### src/rtl/crossbar_switch_4x4_if.sv
// ---------------------------------------------------------------------------
// crossbar_switch_4x4_if
//   Bundles the frame handshake and the ingress/egress packet buses of the
//   4x4 frame crossbar.
//
//   start          frame start request from the sequencer
//   iport0..iport3 ingress packets (W bits each)
//   oport0..oport3 egress packets (W bits each)
//   req            egress ports carry a routed slot
//   ready          switch is idle and will accept start
//
//   master : sequencer / link side (drives start and iport*)
//   slave  : crossbar side (drives oport*, req, ready)
// ---------------------------------------------------------------------------
interface crossbar_switch_4x4_if #(
    parameter int W = 15
);
    logic         start;
    logic [W-1:0] iport0;
    logic [W-1:0] iport1;
    logic [W-1:0] iport2;
    logic [W-1:0] iport3;
    logic [W-1:0] oport0;
    logic [W-1:0] oport1;
    logic [W-1:0] oport2;
    logic [W-1:0] oport3;
    logic         req;
    logic         ready;

    modport master (
        output start, iport0, iport1, iport2, iport3,
        input  oport0, oport1, oport2, oport3, req, ready
    );

    modport slave (
        input  start, iport0, iport1, iport2, iport3,
        output oport0, oport1, oport2, oport3, req, ready
    );
endinterface

### src/rtl/crossbar_switch_4x4.sv
// ---------------------------------------------------------------------------
// crossbar_switch_4x4
//   Frame-based 4x4 crossbar. A frame is four consecutive input slots, one
//   packet per ingress port per slot. After capture, every slot is arbitrated
//   independently (lowest-numbered valid input wins each output), and the four
//   routed slots are replayed on the egress ports, one slot per cycle.
//
//   Packet: bit14 valid, bits13:12 destination port, bits11:0 payload.
//   Packets are forwarded unmodified; invalid packets are never routed and
//   losing packets are dropped.
//
//   Ports:
//     clk  system clock, rising edge
//     rst  asynchronous active-high reset (aborts any frame in progress)
//     bus  crossbar_switch_4x4_if.slave: start, iport0..3 in;
//          oport0..3, req, ready out
//
//   Timing (slot0 captured on edge E):
//     E..E+3  slots 0..3 captured
//     E+4     routing result registered
//     E+5+k   routed slot k presented on oport* with req=1 for one cycle
//     E+9     oport*/req cleared; a start here begins the next frame
// ---------------------------------------------------------------------------
module crossbar_switch_4x4 #(
    parameter int W     = 15,
    parameter int SLOTS = 4
) (
    input logic                  clk,
    input logic                  rst,
    crossbar_switch_4x4_if.slave bus
);

    typedef enum logic [3:0] {
        IDLE,
        CAP1,
        CAP2,
        CAP3,
        ROUTE,
        OUT0,
        OUT1,
        OUT2,
        OUT3
    } state_t;

    state_t state_q, state_d;

    logic [3:0][W-1:0] iport_vec;
    logic [3:0][W-1:0] slot_q   [SLOTS];
    logic [3:0][W-1:0] slot_d   [SLOTS];
    logic [3:0][W-1:0] routed_q [SLOTS];
    logic [3:0][W-1:0] routed_d [SLOTS];
    logic [3:0][W-1:0] oport_q, oport_d;
    logic              req_q, req_d;
    logic              ready;

    assign iport_vec = {bus.iport3, bus.iport2, bus.iport1, bus.iport0};

    // Fixed-priority arbitration for one output of one slot: the first
    // (lowest-numbered) valid packet addressed to dst wins; no winner gives 0.
    function automatic logic [W-1:0] pick(input logic [3:0][W-1:0] pkts,
                                          input logic [1:0]        dst);
        logic [W-1:0] win;
        logic         found;
        win   = '0;
        found = 1'b0;
        for (int i = 0; i < 4; i++) begin
            if (!found && pkts[i][W-1] && (pkts[i][W-2 -: 2] == dst)) begin
                win   = pkts[i];
                found = 1'b1;
            end
        end
        return win;
    endfunction

    // State register
    always_ff @(posedge clk or posedge rst) begin
        if (rst) begin
            state_q <= IDLE;
        end else begin
            state_q <= state_d;
        end
    end

    // Next-state logic: start only matters in IDLE, the rest is a fixed walk
    always_comb begin
        state_d = state_q;
        case (state_q)
            IDLE:    if (bus.start) state_d = CAP1;
            CAP1:    state_d = CAP2;
            CAP2:    state_d = CAP3;
            CAP3:    state_d = ROUTE;
            ROUTE:   state_d = OUT0;
            OUT0:    state_d = OUT1;
            OUT1:    state_d = OUT2;
            OUT2:    state_d = OUT3;
            OUT3:    state_d = IDLE;
            default: state_d = IDLE;
        endcase
    end

    // Output / datapath-control logic. The OUTk states load routed slot k
    // into the egress registers, so slot k is visible in the cycle after OUTk;
    // slot3 is therefore still on the wire during the first IDLE cycle.
    always_comb begin
        slot_d   = slot_q;
        routed_d = routed_q;
        oport_d  = '0;
        req_d    = 1'b0;
        ready    = 1'b0;
        case (state_q)
            IDLE: begin
                ready = 1'b1;
                if (bus.start) slot_d[0] = iport_vec;
            end
            CAP1: slot_d[1] = iport_vec;
            CAP2: slot_d[2] = iport_vec;
            CAP3: slot_d[3] = iport_vec;
            ROUTE: begin
                for (int s = 0; s < SLOTS; s++) begin
                    for (int j = 0; j < 4; j++) begin
                        routed_d[s][j] = pick(slot_q[s], 2'(j));
                    end
                end
            end
            OUT0: begin
                oport_d = routed_q[0];
                req_d   = 1'b1;
            end
            OUT1: begin
                oport_d = routed_q[1];
                req_d   = 1'b1;
            end
            OUT2: begin
                oport_d = routed_q[2];
                req_d   = 1'b1;
            end
            OUT3: begin
                oport_d = routed_q[3];
                req_d   = 1'b1;
            end
            default: ;
        endcase
    end

    // Slot buffers, routed buffers and registered egress
    always_ff @(posedge clk or posedge rst) begin
        if (rst) begin
            for (int s = 0; s < SLOTS; s++) begin
                slot_q[s]   <= '0;
                routed_q[s] <= '0;
            end
            oport_q <= '0;
            req_q   <= 1'b0;
        end else begin
            for (int s = 0; s < SLOTS; s++) begin
                slot_q[s]   <= slot_d[s];
                routed_q[s] <= routed_d[s];
            end
            oport_q <= oport_d;
            req_q   <= req_d;
        end
    end

    assign bus.oport0 = oport_q[0];
    assign bus.oport1 = oport_q[1];
    assign bus.oport2 = oport_q[2];
    assign bus.oport3 = oport_q[3];
    assign bus.req    = req_q;
    assign bus.ready  = ready;

endmodule

### src/flat_wrapper.sv
// flat-port wrapper written by rule: the top's interface ports become plain ports
module crossbar_switch_4x4_flat 
#(
    parameter int W     = 15,
    parameter int SLOTS = 4
)
  (clk, rst, bus_start, bus_iport0, bus_iport1, bus_iport2, bus_iport3, bus_oport0, bus_oport1, bus_oport2, bus_oport3, bus_req, bus_ready);
  crossbar_switch_4x4_if #(.W(W)) bus_i ();
  input logic clk;
  input logic rst;
  input wire logic [$bits(bus_i.start)-1:0] bus_start;
  input wire logic [$bits(bus_i.iport0)-1:0] bus_iport0;
  input wire logic [$bits(bus_i.iport1)-1:0] bus_iport1;
  input wire logic [$bits(bus_i.iport2)-1:0] bus_iport2;
  input wire logic [$bits(bus_i.iport3)-1:0] bus_iport3;
  output wire logic [$bits(bus_i.oport0)-1:0] bus_oport0;
  output wire logic [$bits(bus_i.oport1)-1:0] bus_oport1;
  output wire logic [$bits(bus_i.oport2)-1:0] bus_oport2;
  output wire logic [$bits(bus_i.oport3)-1:0] bus_oport3;
  output wire logic [$bits(bus_i.req)-1:0] bus_req;
  output wire logic [$bits(bus_i.ready)-1:0] bus_ready;
  assign bus_i.start = bus_start;
  assign bus_i.iport0 = bus_iport0;
  assign bus_i.iport1 = bus_iport1;
  assign bus_i.iport2 = bus_iport2;
  assign bus_i.iport3 = bus_iport3;
  assign bus_oport0 = bus_i.oport0;
  assign bus_oport1 = bus_i.oport1;
  assign bus_oport2 = bus_i.oport2;
  assign bus_oport3 = bus_i.oport3;
  assign bus_req = bus_i.req;
  assign bus_ready = bus_i.ready;
  crossbar_switch_4x4 #(.W(W), .SLOTS(SLOTS)) u_core (.clk(clk), .rst(rst), .bus(bus_i));
endmodule
### config.mk
export PLATFORM = sky130hd
export DESIGN_NAME = crossbar_switch_4x4_flat
export DESIGN_NICKNAME = d
export VERILOG_FILES = /design/src/rtl/crossbar_switch_4x4_if.sv /design/src/rtl/crossbar_switch_4x4.sv /design/src/flat_wrapper.sv
export SDC_FILE = /design/constraint.sdc
export NUM_CORES = 1
export LEC_CHECK = 0
export BUFFER_PORTS_ARGS = -buffer_cell sky130_fd_sc_hd__buf_2
export CAP_MARGIN = 20
export CORE_ASPECT_RATIO = 1.4
export CORE_MARGIN = 2
export CORE_UTILIZATION = 59
export DETAILED_ROUTE_END_ITERATION = 7
export PLACE_DENSITY_LB_ADDON = 0.1
export SYNTH_ARGS = -nofsm -noshare
export SYNTH_HDL_FRONTEND = slang
export SYNTH_SLANG_ARGS = --single-unit
### constraint.sdc
create_clock -name clk -period 31.7 [get_ports clk]
set_input_delay 1.585 -clock clk [delete_from_list [all_inputs] [get_ports clk]]
set_output_delay 1.585 -clock clk [all_outputs]
set_load 0.02 [all_outputs]
# Word-level counts from Yosys, hierarchy flattened
# Cells that the tools add are included.
# totals
register_bits,545
inputBits,63
elab_cells,439
# op_classes
n_eq_ne,57
mux,165
n_reduce_logical,179
# ops
op,n
$mux 15,64
$pmux 60 s4,1
$logic_and 1x1->1,112
$mux 1,98
$eq 2x2->1 const B,32
$logic_not 1->1,48
$eq 2x1->1 const B,16
$logic_not 2->1,16
$pmux 4 s8,1
$eq 4x3->1 const B,4
$eq 4x2->1 const B,2
$eq 4x1->1 const B,1
$eq 4x4->1 const B,1
$logic_not 4->1,1
$mux 4,1
$reduce_or 4->1,1
$ne 2x2->1 const B,1
$reduce_and 2->1,1

# Longest topological paths before layout
# Gate-level depths: netlist of the first run.
# depth
ltp_word,18
ltp_mapped,8

# Worst setup path before layout of the first run
# OpenSTA, ideal clock, no wires.
# synth_path
path_type,register to output
start,register u_core.state_q[0]
end,output port bus_ready
arrival_ns,1.343
path_slack_ns,28.772
stages_incl_launch_ff,3
path_buffers,1
cell_sequence,dfrtp_1 > buf_6 > nor4_1
# synth_via
elab_chain_cells,2
# synth_lines
element,line_no,text
from (decl),crossbar_switch_4x4.sv:45,"state_t state_q, state_d;"
from (signal assigned),crossbar_switch_4x4.sv:80,state_q <= state_d;
$logic_not 4->1,crossbar_switch_4x4.sv:110,case (state_q)
$mux 1,crossbar_switch_4x4.sv:110,
to (decl),flat_wrapper.sv:21,output wire logic [$bits(bus_i.ready)-1:0] bus_ready;
# No other way between the ends.

# Final worst setup path of the first run
# layout_path
start,register u_core.state_q[2]
end,register u_core.routed_q[89] in the netlist's numbering
# layout_via
elab_chain_cells,1
# layout_lines
element,line_no,text
$eq 4x3->1,crossbar_switch_4x4.sv:110,
"to (signal, indexed assignment)",crossbar_switch_4x4.sv:157,routed_q[s] <= routed_d[s];
to (decl),crossbar_switch_4x4.sv:50,logic [3:0][W-1:0] routed_q [SLOTS];
# No other way between the ends.
# A chain may end at the register's enable or synchronous reset.

==> results of run 1 <==
==> area by class of cell <==
type                    instances  area [um^2]
diodes                          4         10.0
clock buffers                  80         1610
clock inverters                15          190
fillers                      3415        14400
inverters                       2         15.0
multi-input cells            1643        11600
flip-flops and latches        545        13600
well taps                     552          691
repair buffers                176         1120
==> cell usage after synthesis (all sizes together) (60+ instances only) <==
library cell and number:
clkbuf 161, a221oi 120, mux2 240, nand2 216, and2 97, o21ai 243, a221o 60, buf 65
dfrtp 545, nand3 82, a22oi 120, a31oi 128
==> flip-flops by register name (all words and copies together) (netlist names) <==
name               cells
u_core.routed_q      240
u_core.slot_q        240
u_core.bus.oport0     15
u_core.bus.oport1     15
u_core.bus.oport2     15
u_core.bus.oport3     15
u_core.state_q         4
u_core.bus.req         1
==> logic make-up after synthesis <==
| group | after synthesis |
|---|---|
| AO/OA/AOI/OAI | 794 |
| AND/OR/NAND/NOR | 608 |
| flip-flops | 545 |
| multiplexers | 240 |
| buffers and inverters | 228 |
| XOR/XNOR | 1 |
==> worst max-delay path: cells and delay by family (launching register included) <==
| kind | cells | cell delay, ns |
|---|---|---|
| DFF | 1 | 0.59 |
| buffers and inverters | 4 | 2.85 |
| and+or+nand+nor | 4 | 0.85 |
==> stage by stage <==
stage / std cells / utilization / total power [W] / setup WS, ns / instance area (um^2)
after floorplan: 2416 / - / 0.00209 / 14.88 / 25900
after global placement: 2906 / 0.621 / 0.00250 / 27.56 / 26900
after detailed placement: 2915 / 0.624 / 0.00256 / 27.35 / 27000
after CTS: 3010 / 0.665 / 0.00322 / 27.32 / 28800
after global routing: 3015 / 0.667 / 0.00341 / 26.86 / 28800
final: 3017 / 0.667 / 0.00328 / 27.07 / 28800
==> layout by cell type, fill, tap and decap left out, types with 77 or more instances in the layout <==
master	instances
nand2_1	215
dfrtp_1	545
a221oi_1	120
and2_1	77
buf_2	124
o21ai_0	203
mux2_2	240
a31oi_1	128
nand3_1	82
a22oi_1	120
==> worst min path at each step <==
stage                                     startpoint                               end  slack (ns)  cells after the start
floorplan           u_core.routed_q[237]$_DFFE_PP0P_  u_core.routed_q[237]$_DFFE_PP0P_        0.45                      1
global placement     u_core.routed_q[59]$_DFFE_PP0P_   u_core.routed_q[59]$_DFFE_PP0P_        0.46                      1
detailed placement  u_core.routed_q[239]$_DFFE_PP0P_  u_core.routed_q[239]$_DFFE_PP0P_        0.47                      1
CTS                 u_core.routed_q[237]$_DFFE_PP0P_  u_core.routed_q[237]$_DFFE_PP0P_        0.48                      1
global route         u_core.routed_q[58]$_DFFE_PP0P_   u_core.routed_q[58]$_DFFE_PP0P_        0.50                      1
finish               u_core.routed_q[84]$_DFFE_PP0P_    u_core.bus.oport1[9]$_DFF_PP0_        0.48                      2
==> per-layer routing <==
| metal | part of all wire | wire, um | track usage |
|---|---|---|---|
| met5 | 0 | 0 | 0 |
| met4 | 0.067 | 6340 | 0.219 |
| met3 | 0.12 | 11600 | 0.131 |
| met2 | 0.46 | 43700 | 0.665 |
| met1 | 0.35 | 33400 | 0.514 |
==> power by group through the flow <==
| stage | registers [W] | clock network, W | logic (W) |
|---|---|---|---|
| 3_3_place_gp | 0.00128 | 0 | 0.00122 |
| 4_1_cts | 0.00129 | 0.000657 | 0.00127 |
| 2_1_floorplan | 0.00122 | 0 | 0.000877 |
| 3_5_place_dp | 0.00130 | 0 | 0.00126 |
| 6_report | 0.00131 | 0.000656 | 0.00131 |
| 5_1_grt | 0.00134 | 0.000688 | 0.00138 |
==> reports/metrics.cfg, run 1 <==
[drt]
dr.pass1.iters=8
vias_per_cell=7.43
vias=22400
routedWlPerCell_um=31.5
postRouteAntennaNets=0
wl_um=95000
drc=0
dr.first_iter.drc_count=3460

[job]
cap_violations=0

[setup_path]
cp_common_cell=buf_4
required_ns=32.17
reg2reg_slack_ns=27.07
rr_startpoint=u_core.state_q[2]$_DFFE_PP0P_
r2r_cells=8
crit_chain=nor4b_4 > buf_4 > buf_4 > buf_4 > buf_4 > nand2_1 > nor4_1 > nor2_1
reg2reg_to=u_core.routed_q[89]$_DFFE_PP0P_
critical_path.endpoint_type=flip-flop
critical-path-slowest-cell=buf_4
crit_type=flip-flop to flip-flop
cp_data_arrival_time_ns=5.10
path_max_fanout=100
crit_end=u_core.routed_q[89]$_DFFE_PP0P_
cpPeakStageDelay_ns=0.86
startpoint_type=flip-flop
worstSetupStartpoint=u_core.state_q[2]$_DFFE_PP0P_

[timing]
skew_ns=0.0318
fin_crit_ns=4.63
worstMarginPinSlew_ns=1.14
fin_crit_sh=0.146
rsz0062_at_grt=no
final_hold_viol_count=0
tns_ns=0
fmax_mhz=216
setup_viol=0
holdWs_ns=0.482
slew_headroom=0.241
slew_viol_final=0

[grt]
antenna_found_initial=5
grt_max_degree=178
grt_pass1_wl_um=141000
grt.total_usage=0.418
grt_pass1_vias=21500
gr-total-overflow=0

[synthesis]
netlist_area_mm2=0.0259
synthCells=2416
synth_compound_area_frac=0.210
synth_cell_types=48
syn_avg_cell_area_um2=10.7
synth_top_family_by_area=compound AO/OA/AOI/OAI gates
synthMuxAreaShare=0.104
synth_edf_count=0
synth-seq-cells=545
synthDominantCellAreaShare=0.526
synth_largest_area_cell=dfrtp_1
yosysSeqAreaShare=0.526
synth_xor_area_frac=0.000338
syn_nets=2479
synthFlopType=dfrtp_1
synth_adder_area_share=0
synth_area_leaders=dfrtp_1 53%, mux2_2 10%, a221oi_1 4.1%
synth_simple_gate_area_frac=0.122
yosys_warnings=0
synthArstFlopShare=1.00

[clock_network]
clkLatencyLatePin_ns=0.63
htree_levels=2
clkTransAtPathRegs_ns=0.06
clock_sinks=545
clock-root-buffer=clkbuf_16
cts_made_buffers=52
cts.repair.resized=0
clock_path_buffers=3
cts_tree=built
holdBufCountCts=0
post-cts-setup-buffers=0

[floorplanning]
ios=125
die_area_mm2=0.0457
die-width_um=181
start_util=0.600
rows=90
core_area_mm2=0.0432
die_y_um=252

[layout]
nNetsFinal=2483
area_growth_syn_to_layout_pct=11.2
drive_above_1_share=0.217

[power_and_ir_drop]
pwr-share-seq=0.400
power_leakage_nw=12.0
intPower_w=0.00188
clkPwrFrac=0.200
power.switching_w=0.00139
combPwrFrac=0.399
ir_drop_mv=0.0927
swShare=0.425
powerDensity_mw_per_mm2=114

[placement]
gp_congestion=0.962
dp_hpwl_um=63600
port_buffers=124

[outcome]
status=completed

[hold_path]
hp-class=flip-flop to flip-flop

No activity file was read; power rests on OpenSTA's default activity.
==> run 2: changes to the inputs <==
CORE_UTILIZATION = 56   (was 59)
clock period = 3.95 ns   (was 31.7 ns; I/O delays follow)
==> run 2 against run 1 <==
Final cell count rose by 4.3%; core utilization is 2.3 points lower; wire length hardly changed; register-to-register slack lost 26 ns; clock-buffer cell count is the same; critical endpoint is now u_core.routed_q[71]$_DFFE_PP0P_; clock skew decreased by 0.016 ns; design area increased by 2.3%; highest routed layer is now met5.
==> reports/metrics.cfg, run 2 (same netlist as run 1, synthesis figures left out) <==
[outcome]
status=completed  ; unchanged

[timing]
setup_viol=0  ; unchanged
skew_ns=0.0158  ; was 0.0318 ns
rsz0062_at_grt=no  ; unchanged
fin_crit_sh=0.714  ; was 0.146
holdWs_ns=0.0378  ; was 0.482 ns
slew_viol_final=0  ; unchanged
fmax_mhz=355  ; was 216 MHz
final_hold_viol_count=0  ; unchanged
slew_headroom=0.215  ; was 0.241
worstMarginPinSlew_ns=1.17  ; was 1.14 ns
fin_crit_ns=2.82  ; was 4.63 ns

[placement]
dp_hpwl_um=64700  ; was 63600 um
gp_congestion=0.927  ; was 0.962
port_buffers=124  ; unchanged
placed_cell_area_mm2=0.0271  ; was 0.0270 mm^2

[hold_path]
hold_path_startpoint=bus_iport3[2]  ; was u_core.routed_q[84]$_DFFE_PP0P_
hp-class=primary input to flip-flop  ; was flip-flop to flip-flop
hold_depth=2  ; unchanged
hold_end=u_core.slot_q[227]$_DFFE_PP0P_  ; was u_core.bus.oport1[9]$_DFF_PP0_

[layout]
drive_above_1_share=0.215  ; was 0.217
nNetsFinal=2545  ; was 2483
fillers=3675  ; was 3415
layout_commonest_cell=dfrtp_1  ; unchanged
mostFrequentLayoutCells=545 x dfrtp_1, 240 x mux2_2, 215 x nand2_1, 203 x o21ai_0, 128 x a31oi_1  ; unchanged
area_growth_syn_to_layout_pct=13.7  ; was 11.2%
final_cell_area_mm2=0.0295  ; was 0.0288 mm^2
top_regs=u_core.routed_q: 240 flops, u_core.slot_q: 240 flops  ; unchanged

[grt]
grt_pass1_vias=21300  ; was 21500
grt_max_degree=150  ; was 178
grt_pass1_wl_um=140000  ; was 141000 um
gr-total-overflow=0  ; unchanged
antenna_found_initial=6  ; was 5
grt.total_usage=0.398  ; was 0.418

[job]
cap_violations=0  ; unchanged

[setup_path]
critical_path.endpoint_type=flip-flop  ; unchanged
reg2reg_to=u_core.routed_q[71]$_DFFE_PP0P_  ; was u_core.routed_q[89]$_DFFE_PP0P_
required_ns=4.50  ; was 32.17 ns
crit_type=flip-flop to flip-flop  ; unchanged
startpoint_type=flip-flop  ; unchanged
critical-path-slowest-cell=buf_4  ; unchanged
r2r_cells=6  ; was 8
crit_chain=nor4b_4 > buf_12 > buf_4 > o21ai_0 > a31oi_1 > a211o_1  ; was nor4b_4 > buf_4 > buf_4 > buf_4 > buf_4 > nand2_1 > nor4_1 > nor2_1
path_max_fanout=123  ; was 100
rr_startpoint=u_core.state_q[2]$_DFFE_PP0P_  ; unchanged
cp_data_arrival_time_ns=3.37  ; was 5.10 ns
cpPeakStageDelay_ns=0.65  ; was 0.86 ns
reg2reg_slack_ns=1.13  ; was 27.07 ns

[floorplanning]
ios=125  ; unchanged
start_util=0.566  ; was 0.600
die-width_um=186  ; was 181 um
rows=93  ; was 90
die_y_um=259  ; was 252 um
die_area_mm2=0.0481  ; was 0.0457 mm^2
core_area_mm2=0.0458  ; was 0.0432 mm^2

[drt]
drc=0  ; unchanged
routedWlPerCell_um=30.2  ; was 31.5 um
postRouteAntennaNets=0  ; unchanged
wl_um=95000  ; about the same
vias=22300  ; was 22400
vias_per_cell=7.09  ; was 7.43
dr.pass1.iters=7  ; was 8
dr.first_iter.drc_count=3039  ; was 3460

[clock_network]
clkTransAtPathRegs_ns=0.06  ; about the same
clock-root-buffer=clkbuf_16  ; unchanged
clock_sinks=545  ; unchanged
cts_tree=built  ; unchanged
cts_made_buffers=53  ; was 52
clkLatencyLatePin_ns=0.62  ; was 0.63 ns
htree_levels=2  ; unchanged
clock_path_buffers=3  ; unchanged

[power_and_ir_drop]
ir_drop_mv=0.642  ; was 0.0927 mV
combPwrFrac=0.400  ; was 0.399
clkPwrFrac=0.199  ; was 0.200
intPower_w=0.0151  ; was 0.00188 W
powerDensity_mw_per_mm2=891  ; was 114 mW/mm^2
pwr-share-seq=0.402  ; was 0.400
power.switching_w=0.0112  ; was 0.00139 W
power_leakage_nw=12.2  ; was 12.0 nW
swShare=0.425  ; about the same

[run 2: cell types whose count changed in the layout (fill, tap and decap cells not counted), moves of 4 or more]
cell / change
clkinv_2: +5
dlygate4sd3_1: +54
buf_12: +6
buf_6: -4
buf_4: +8
[run 2: timing repair]
action | CTS | global route
hold endpoints to repair | 251 | 2
gates resized for setup | 0 | 0
setup buffers | 0 | 0
hold buffers | 53 | 1
[run 2: layer usage]
| layer | vias up | wire length (um) | GRT usage |
|---|---|---|---|
| li1 | 9323 | - | - |
| met1 | 11000 | 34400 | 0.501 |
| met2 | 1563 | 43300 | 0.619 |
| met3 | 463 | 9940 | 0.0995 |
| met4 | 2 | 7370 | 0.243 |
| met5 | - | 51 | 0 |
[run 2: power by group through the flow]
stage	Combinational (W)	Clock (W)	Sequential, W
5_1_grt	0.0111	0.00550	0.0108
2_1_floorplan	0.00704	0	0.00977
3_5_place_dp	0.0101	0	0.0105
3_3_place_gp	0.00989	0	0.0103
6_report	0.0105	0.00522	0.0105
4_1_cts	0.0102	0.00525	0.0104
[run 2: final cells by class]
class	count	area [um^2]	area share
well taps	617	772	0.0262
diodes	5	12.5	0.000424
multi-input cells	1643	11500	0.392
repair buffers	237	1730	0.0585
clock inverters	19	185	0.00628
inverters	2	11.3	0.000382
clock buffers	80	1600	0.0543
flip-flops and latches	545	13600	0.462
[run 2: worst max-delay path by stage]
stage                                  start                                to  slack (ns)  cells past startpoint
3_5_place_dp   u_core.state_q[0]$_DFFE_PP0P_   u_core.routed_q[71]$_DFFE_PP0P_        1.26                      6
2_1_floorplan                            rst    u_core.bus.oport0[0]$_DFF_PP0_       -3.66                      1
6_report       u_core.state_q[2]$_DFFE_PP0P_   u_core.routed_q[71]$_DFFE_PP0P_        1.13                      6
4_1_cts        u_core.state_q[2]$_DFFE_PP0P_   u_core.routed_q[71]$_DFFE_PP0P_        1.24                      6
3_3_place_gp   u_core.state_q[0]$_DFFE_PP0P_   u_core.routed_q[71]$_DFFE_PP0P_        1.33                      6
5_1_grt        u_core.state_q[2]$_DFFE_PP0P_  u_core.routed_q[195]$_DFFE_PP0P_        1.04                      5
[run 2: worst max-delay path, delay by kind of cell (launching register included)]
family | cells | cell delay (ns)
DFF | 1 | 0.58
buffers and inverters | 2 | 1.11
AOI/OAI and AO/OA | 3 | 0.52
and+or+nand+nor | 1 | 0.47
[run 2: stage by stage]
stage	worst slack (ns)	utilization	cells	TNS, ns	power [W]
floorplan	-3.66	-	2416	-1995.47	0.0168
global placement	1.33	0.591	2986	0	0.0202
detailed placement	1.26	0.592	2988	0	0.0206
CTS	1.24	0.642	3140	0	0.0258
global route	1.04	0.643	3144	0	0.0274
finish	1.13	0.643	3148	0	0.0263
